<file path="src/rtl/dmem_pkg.sv">
// ============================================================================
// Module   : dmem_pkg
// Brief    : Shared state encoding, port ids and base address for dmem_arbiter.
// Revision : 1.0
// ============================================================================
`default_nettype none

package dmem_pkg;

    typedef logic [1:0] state_t;

    localparam state_t ST_IDLE    = 2'd0;
    localparam state_t ST_ACCESS  = 2'd1;
    localparam state_t ST_RESPOND = 2'd2;

    localparam logic PORT_A = 1'b0;
    localparam logic PORT_B = 1'b1;

    localparam logic [31:0] DMEM_BASE_ADDR = 32'h1001_0000;

endpackage

`default_nettype wire

</file>
<file path="src/rtl/dmem_rr_arbiter_2.sv">
// ============================================================================
// Module   : dmem_rr_arbiter_2
// Brief    : Two-request round-robin picker holding the last-granted port.
// Revision : 1.0
// ============================================================================
`default_nettype none

module dmem_rr_arbiter_2
    import dmem_pkg::*;
(
    input  logic clk,
    input  logic reset,
    input  logic i_enable,
    input  logic i_aReq,
    input  logic i_bReq,
    output logic o_grantValid,
    output logic o_grantPort
);

    logic r_lastGrant;

    always_comb begin
        o_grantValid = i_enable & (i_aReq | i_bReq);
        if (i_aReq & i_bReq) begin
            o_grantPort = ~r_lastGrant;
        end else if (i_bReq) begin
            o_grantPort = PORT_B;
        end else begin
            o_grantPort = PORT_A;
        end
    end

    // Starting from B makes A the winner of the first tie after reset.
    always_ff @(posedge clk or posedge reset) begin
        if (reset) begin
            r_lastGrant <= PORT_B;
        end else if (o_grantValid) begin
            r_lastGrant <= o_grantPort;
        end
    end

endmodule

`default_nettype wire

</file>
<file path="src/rtl/dmem_arbiter.sv">
// ============================================================================
// Module   : dmem_arbiter
// Brief    : Shares a single-port data memory between two masters, one word
//            access per 3-cycle transaction, with base translation and checks.
// Revision : 1.0
// ============================================================================
`default_nettype none

module dmem_arbiter
    import dmem_pkg::*;
#(
    parameter int          DATA_WIDTH   = 32,
    parameter int          MEMORY_DEPTH = 1024,
    parameter logic [31:0] BASE_ADDR    = DMEM_BASE_ADDR,
    parameter int          MEM_ADDR_W   = $clog2(MEMORY_DEPTH)
)(
    input  logic                  clk,
    input  logic                  reset,
    input  logic                  a_req,
    input  logic                  a_we,
    input  logic [31:0]           a_addr,
    input  logic [DATA_WIDTH-1:0] a_wdata,
    output logic                  a_ack,
    output logic                  a_err,
    input  logic                  b_req,
    input  logic                  b_we,
    input  logic [31:0]           b_addr,
    input  logic [DATA_WIDTH-1:0] b_wdata,
    output logic                  b_ack,
    output logic                  b_err,
    output logic [DATA_WIDTH-1:0] rdata,
    output logic                  busy,
    output logic                  mem_write,
    output logic                  mem_read,
    output logic [MEM_ADDR_W-1:0] mem_addr,
    output logic [DATA_WIDTH-1:0] mem_wdata,
    input  logic [DATA_WIDTH-1:0] mem_rdata
);

    localparam logic [31:0] c_SPAN_BYTES = 32'(4 * MEMORY_DEPTH);

    state_t r_state;
    logic   r_we;
    logic   r_err;
    logic   r_port;

    logic                  w_idle;
    logic                  w_grantValid;
    logic                  w_grantPort;
    logic                  w_selWe;
    logic [31:0]           w_selAddr;
    logic [DATA_WIDTH-1:0] w_selWdata;
    logic [31:0]           w_off;
    logic                  w_addrErr;

    assign w_idle = (r_state == ST_IDLE);
    assign busy   = ~w_idle;

    dmem_rr_arbiter_2 u_rrArb (
        .clk          (clk),
        .reset        (reset),
        .i_enable     (w_idle),
        .i_aReq       (a_req),
        .i_bReq       (b_req),
        .o_grantValid (w_grantValid),
        .o_grantPort  (w_grantPort)
    );

    // Addresses below the base wrap to a huge offset and fail the range test.
    always_comb begin
        w_selWe    = (w_grantPort == PORT_B) ? b_we    : a_we;
        w_selAddr  = (w_grantPort == PORT_B) ? b_addr  : a_addr;
        w_selWdata = (w_grantPort == PORT_B) ? b_wdata : a_wdata;
        w_off      = w_selAddr - BASE_ADDR;
        w_addrErr  = (w_selAddr[1:0] != 2'b00) || (w_off >= c_SPAN_BYTES);
    end

    always_ff @(posedge clk or posedge reset) begin
        if (reset) begin
            r_state   <= ST_IDLE;
            r_we      <= 1'b0;
            r_err     <= 1'b0;
            r_port    <= PORT_A;
            a_ack     <= 1'b0;
            a_err     <= 1'b0;
            b_ack     <= 1'b0;
            b_err     <= 1'b0;
            rdata     <= '0;
            mem_write <= 1'b0;
            mem_read  <= 1'b0;
            mem_addr  <= '0;
            mem_wdata <= '0;
        end else begin
            case (r_state)
                ST_IDLE: begin
                    a_ack <= 1'b0;
                    a_err <= 1'b0;
                    b_ack <= 1'b0;
                    b_err <= 1'b0;
                    if (w_grantValid) begin
                        r_we      <= w_selWe;
                        r_err     <= w_addrErr;
                        r_port    <= w_grantPort;
                        mem_addr  <= w_off[MEM_ADDR_W+1:2];
                        mem_wdata <= w_selWdata;
                        mem_write <= w_selWe & ~w_addrErr;
                        mem_read  <= ~w_selWe & ~w_addrErr;
                        r_state   <= ST_ACCESS;
                    end
                end
                ST_ACCESS: begin
                    mem_write <= 1'b0;
                    mem_read  <= 1'b0;
                    rdata     <= (!r_we && !r_err) ? mem_rdata : '0;
                    a_ack     <= (r_port == PORT_A);
                    a_err     <= (r_port == PORT_A) & r_err;
                    b_ack     <= (r_port == PORT_B);
                    b_err     <= (r_port == PORT_B) & r_err;
                    r_state   <= ST_RESPOND;
                end
                ST_RESPOND: begin
                    a_ack   <= 1'b0;
                    a_err   <= 1'b0;
                    b_ack   <= 1'b0;
                    b_err   <= 1'b0;
                    r_state <= ST_IDLE;
                end
                default: begin
                    mem_write <= 1'b0;
                    mem_read  <= 1'b0;
                    a_ack     <= 1'b0;
                    a_err     <= 1'b0;
                    b_ack     <= 1'b0;
                    b_err     <= 1'b0;
                    r_state   <= ST_IDLE;
                end
            endcase
        end
    end

endmodule

`default_nettype wire

</file>
<file path="config.mk">
export PLATFORM = sky130hd
export DESIGN_NAME = dmem_arbiter
export DESIGN_NICKNAME = d
export VERILOG_FILES = /design/src/rtl/dmem_pkg.sv /design/src/rtl/dmem_rr_arbiter_2.sv /design/src/rtl/dmem_arbiter.sv
export SDC_FILE = /design/constraint.sdc
export NUM_CORES = 1
export LEC_CHECK = 0
export ABC_AREA = 1
export CAP_MARGIN = 15
export CORE_UTILIZATION = 34
export CTS_BUF_LIST = sky130_fd_sc_hd__clkbuf_16
export CTS_CLUSTER_DIAMETER = 120
export DETAILED_ROUTE_END_ITERATION = 7
export GPL_ROUTABILITY_DRIVEN = 0
export PLACE_DENSITY = 0.81
export SLEW_MARGIN = 40
export SYNTH_ARGS = -nofsm -noshare
export SYNTH_HDL_FRONTEND = slang
export SYNTH_HIERARCHICAL = 1
export SYNTH_SLANG_ARGS = --single-unit
</file>
<file path="constraint.sdc">
create_clock -name clk -period 2.85 [get_ports clk]
set_clock_uncertainty 0.15 [all_clocks]
set_input_delay 0.57 -clock clk [delete_from_list [all_inputs] [get_ports clk]]
set_output_delay 0.57 -clock clk [all_outputs]
set_load 0.02 [all_outputs]
</file>
* Word level (Yosys, flattened, before mapping) *
Cells that the tools add are included.
W data, S select, Z words.

storage, ports and cells
  flip-flop bits (word level) = 86
  bits of input ports = 166
  output and inout port bits = 81
  logic and storage cells = 56

operators by class
  add/sub/neg operators = 1
  magnitude comparators = 1
  equal/unequal tests = 3
  mux-type cells = 16
  bitwise operators = 13
  reductions and logical operators = 8

operator list
  cell                      count
  $mux W32                  3
  $ge A32 B13 Y1 const B    1
  $sub A32 B29 Y32 const B  1
  $mux W1                   9
  $and A1 B1 Y1             6
  $not A1 Y1                6
  $pmux W1 S2               2
  $pmux W2 S2               1
  $reduce_and A2 Y1         2
  $eq A2 B1 Y1 const B      1
  $eq A2 B2 Y1 const B      1
  $logic_not A1 Y1          2
  $logic_not A2 Y1          1
  $mux W2                   1
  $ne A2 B2 Y1 const B      1
  $reduce_bool A2 Y1        1
  $logic_and A1 B1 Y1       1
  $logic_or A1 B1 Y1        1
  $or A1 B1 Y1              1

* Logic depth before layout (Yosys ltp) *
  depth after elaboration = 10
  depth in mapped cells = 13
  depth with buffers taken out = 11

* Cells and area by module *
The synthesis kept the hierarchy.

modules (own cells, without submodules)
  module             times used  cells each  area each (um^2)  seq. area each (um^2)
  dmem_arbiter       1           517         3,983.8           2,127.0
  dmem_rr_arbiter_2  1           9           66.3              26.3

* Least setup slack after synthesis *
Ideal clock, no wire load.

  path kind = input -> register
  from = input b_req
  to = register r_err
  library setup time = 0.116 ns
  arrival time = 1.591 ns
  required time = 2.584 ns
  slack = 0.992 ns
  stages = 12
  buffers on the path = 2
  path through = a21boi_1 -> buf_6 -> buf_6 -> nand2_1 -> o21ai_1 -> nand2_1 -> nor2_1 -> nand3_1 -> nor2_2 -> nand2_1 -> nand2_1 -> nand2_1

between the ends
  word-level cells in the longest chain between the ends = 6
  elaborated cells on any way between the ends = 11
  those cells by class = add/sub (1); order compare (1); mux (3); bitwise (3); reduce/logical (3)

ends and longest elaborated chain
  what                                             RTL line                                          RTL
  start: declaration                               dmem_arbiter.sv:25                                input logic b_req,
  $mux W1 / $and A1 B1 Y1 (equally long branches)  dmem_rr_arbiter_2.sv:26, dmem_rr_arbiter_2.sv:24
  $mux W1                                          dmem_rr_arbiter_2.sv:24                           if (i_aReq & i_bReq) begin
  $mux W32                                         dmem_arbiter.sv:72                                w_selAddr = (w_grantPort == PORT_B) ? b_addr : a_addr;
  $sub A32 B29 Y32                                 dmem_arbiter.sv:74                                w_off = w_selAddr - BASE_ADDR;
  $ge A32 B13 Y1                                   dmem_arbiter.sv:75                                w_addrErr = (w_selAddr[1:0] != 2'b00) || (w_off >= c_SPAN_BYTES);
  $logic_or A1 B1 Y1                               dmem_arbiter.sv:75
  end signal: assignment                           dmem_arbiter.sv:102                               r_err <= w_addrErr;
  end: declaration                                 dmem_arbiter.sv:44                                logic r_err;

Parallel ways exist; a longest one is shown, timed or not.
A chain may end at the register's enable or synchronous reset.

* Final worst setup path *
  from = register r_state[0]
  to = output busy

between the ends
  word-level cells in the longest chain between the ends = 2

ends and longest elaborated chain
  what                      RTL line             RTL
  start: declaration        dmem_arbiter.sv:42   state_t r_state;
  start signal: assignment  dmem_arbiter.sv:80   r_state <= ST_IDLE;
  start signal: assignment  dmem_arbiter.sv:108  r_state <= ST_ACCESS;
  start signal: assignment  dmem_arbiter.sv:119  r_state <= ST_RESPOND;
  $logic_not A2 Y1          dmem_arbiter.sv:56   assign w_idle = (r_state == ST_IDLE);
  named net w_idle          dmem_arbiter.sv:47   logic w_idle;
  $not A1 Y1                dmem_arbiter.sv:57   assign busy = ~w_idle;
  end: declaration          dmem_arbiter.sv:32   output logic busy,

The timed path passes the listed nets, and every way through them passes these cells.

==> impl_results.md <==
* Via count at 4247
* Syn Nets at 692
* Total Negative Setup Slacks at 0 ns
* Non-Filler Instances at 911
* Final setup fails at 0
* Sw Ratio at 38.8%
* GRT met3 Usage at 6.07%
* Starting DRC count in detailed routing at 242
* Max incr delay on CP at 0.54 ns
* Share of cells above drive strength 1 at 4.43%
* Total grt overflow at 0
* Lkg Pwr at 3.21 nW
* Logic pwr share at 50.6%
* # H-tree levels at 3
* Routed WL at 12000 um
* Die ar. at 12400 um2
* Hold buffer count at CTS at 0
* Max-cap viol count at 0
* Crit Path Max Fanout at 4
* Mapped Area at 4050 um2
* Most used routing layer: met2
* Relative slew slack at 57.5%
* PwrDens at 937 nW/um2
* Die H at 111 um
* CP Class: flop to primary output
* Core Util, Final at 60.3%
* Avg WL per Cell at 13.2 um
* Critical path cell sequence: nor2_2 -> inv_1 -> clkdlybuf4s50_1
* Sequential power share at 32.2%
* Nets at 929
* Sink Count at 86
* Ys Warns at 6
* Period utilisation layout at 79.1%
* RSZ-0062 raised after global routing: false
* Slowest-stage cell, CP: clkdlybuf4s50_1
* CTS tree: built
* Avg Synthesized Cell Area at 7.70 um2
* Largest net degree at the start of global routing at 60
* DRC at 32
* Resized cells post-CTS at 0
* Hold slack at 0.330 ns
* Critical Path Source Type: flop
* First-pass GRT wire length at 19700 um
* Post-synth top cells: 183 x nand2_1, 85 x dfrtp_1, 69 x inv_1
* CTS max path bufs at 2
* Clock-pin slew on the worst setup and hold paths at 0.06 ns
* Met1 Use GR at 22.0%
* Worst endpoint data arrival time at 1.53 ns
* Most area-consuming cells after synthesis: dfrtp_1 53%, nand2_1 17%, a31oi_1 6.5%
* Fillers at 1004
* Vias per cell at 4.66
* Post-DP HPWL at 9450 um
* Core area at 11500 um2
* Worst IR Drop VDD at 0.506 mV
* Initial Utilization at 35.2%
* Sequential-to-total area share from yosys stat at 53.2%
* Row cnt at 39
* Final ANT Viol Nets at 0
* NetSw at 2.53 mW
* Die Wd at 111 um
* Worst slew pin tran at 0.635 ns
* Asr flop ratio synth at 100%
* Cell taking the most area after synthesis: dfrtp_1
* Power, Total at 6.51 mW
* Cell-internal power at 3.98 mW
* Synth unique cells at 22
* WP data required at 2.13 ns
* Ant diodes at 0
* Design Area, Final at 6940 um2
* Clock Root Buffer: clkbuf_16
* Synthesis-to-finish area growth at 71.4%
* EDFF count, synth at 0
* Outcome: finished, violations left
* Initial antenna violation count at 0
* Placed Area at 6650 um2
* Most common cell in the netlist: nand2_1
* Total track usage at 20.0%
* Share of the synthesized area in the top cell type at 52.5%
* Max frequency at 444 MHz
* Initial DRT Pass Iterations at 7
* Max-slew violation count at 0
* Synth Instances at 526
* Final Critical Period at 2.25 ns
* Yosys reg bits at 86
* CTS Buf Count at 9
* Post-place setup slack at 0.303 ns
* IO Pins at 247
* Final Hold Fails at 0
* Vias in the first global route at 4225
* I/O Buffers at 246
* Post-CTS setup buffer count at 0
* Worst-Skew Late Latency at 0.32 ns
* Clock power share at 17.2%
* Min-delay worst type: flop to flop
* Top_reg_cell synth: dfrtp_1
* Setup WS post-layout at 0.595 ns
* # placed instances at 895
* Failing checks: DRC
* Crit end category: primary output
* GR Util met2 at 35.9%
## cells in the final DEF (no fill, tap or decap), drive strengths merged
| cell type | n |
|---|---|
| nand3 | 7 |
| nor2 | 57 |
| clkinv | 3 |
| clkbuf | 9 |
| inv | 73 |
| clkdlybuf4s50 | 246 |
| nand2 | 184 |
| a21oi | 2 |
| a31oi | 42 |
| dfstp | 1 |
| bufinv | 1 |
| o21ai | 42 |
| buf | 8 |
| or2 | 1 |
| a21boi | 1 |
| dfrtp | 85 |
| clkinvlp | 3 |
| nor3 | 3 |
## routing by layer
| layer | wire length, um | vias up |
|---|---|---|
| li1 | - | 2108 |
| met1 | 4610 | 1933 |
| met2 | 6050 | 184 |
| met3 | 1110 | 22 |
| met4 | 283 | 0 |
| met5 | 0 | - |
## cell families after synthesis
family,share of synthesized area (%)
simple gates,23.9
compound gates,12.3
flops,53.2
buf+inv,10.6
## power groups by stage
stage	Combinational [mW]	Sequential, mW	Clock, mW
3_3_place_gp	3.26	2.08	0
2_1_floorplan	1.13	2.71	0
4_1_cts	3.33	2.10	1.16
5_1_grt	3.56	2.16	1.22
6_report	3.29	2.09	1.12
3_5_place_dp	3.33	2.11	0
## worst max-delay path: cells and delay by family, from the launching register on
family,cells,cell delay [ns]
buf+inv,2,0.60
flops,1,0.40
simple gates,1,0.21
## state kept, by name, indices dropped and copies added, names as in the netlist, 2 cells and up
name       flops
r_state        2
mem_wdata     32
mem_addr      10
rdata         32
## final cells by class
class	instances	area [um2]	share of cell area (%)
clock buffers	9	225	3.24
clock inverters	7	66.3	0.955
inverters	73	280	4.04
multi-input cells	339	1480	21.3
flip-flops and latches	86	2150	31.0
well taps	143	179	2.58
repair buffers	254	2560	36.9
## path summary, 6_finish.rpt
kind | from | end | slack, ns | cells after the start
worst max-delay path | r_state[0]$_DFFE_PP0P_ | busy | 0.60 | 3
worst min-delay path | rdata[29]$_DFFE_PP0P_ | rdata[29]$_DFFE_PP0P_ | 0.33 | 2
worst max register to register | u_rrArb/r_lastGrant$_DFFE_PP1P_ | r_err$_DFFE_PP0P_ | 0.93 | 12
worst min register to register | rdata[29]$_DFFE_PP0P_ | rdata[29]$_DFFE_PP0P_ | 0.33 | 2
max in group asynchronous | reset | mem_addr[4]$_DFFE_PP0P_ | 1.41 | 3
min in group asynchronous | reset | u_rrArb/r_lastGrant$_DFFE_PP1P_ | 0.49 | 2
No activity file was read; power rests on OpenSTA's default activity.
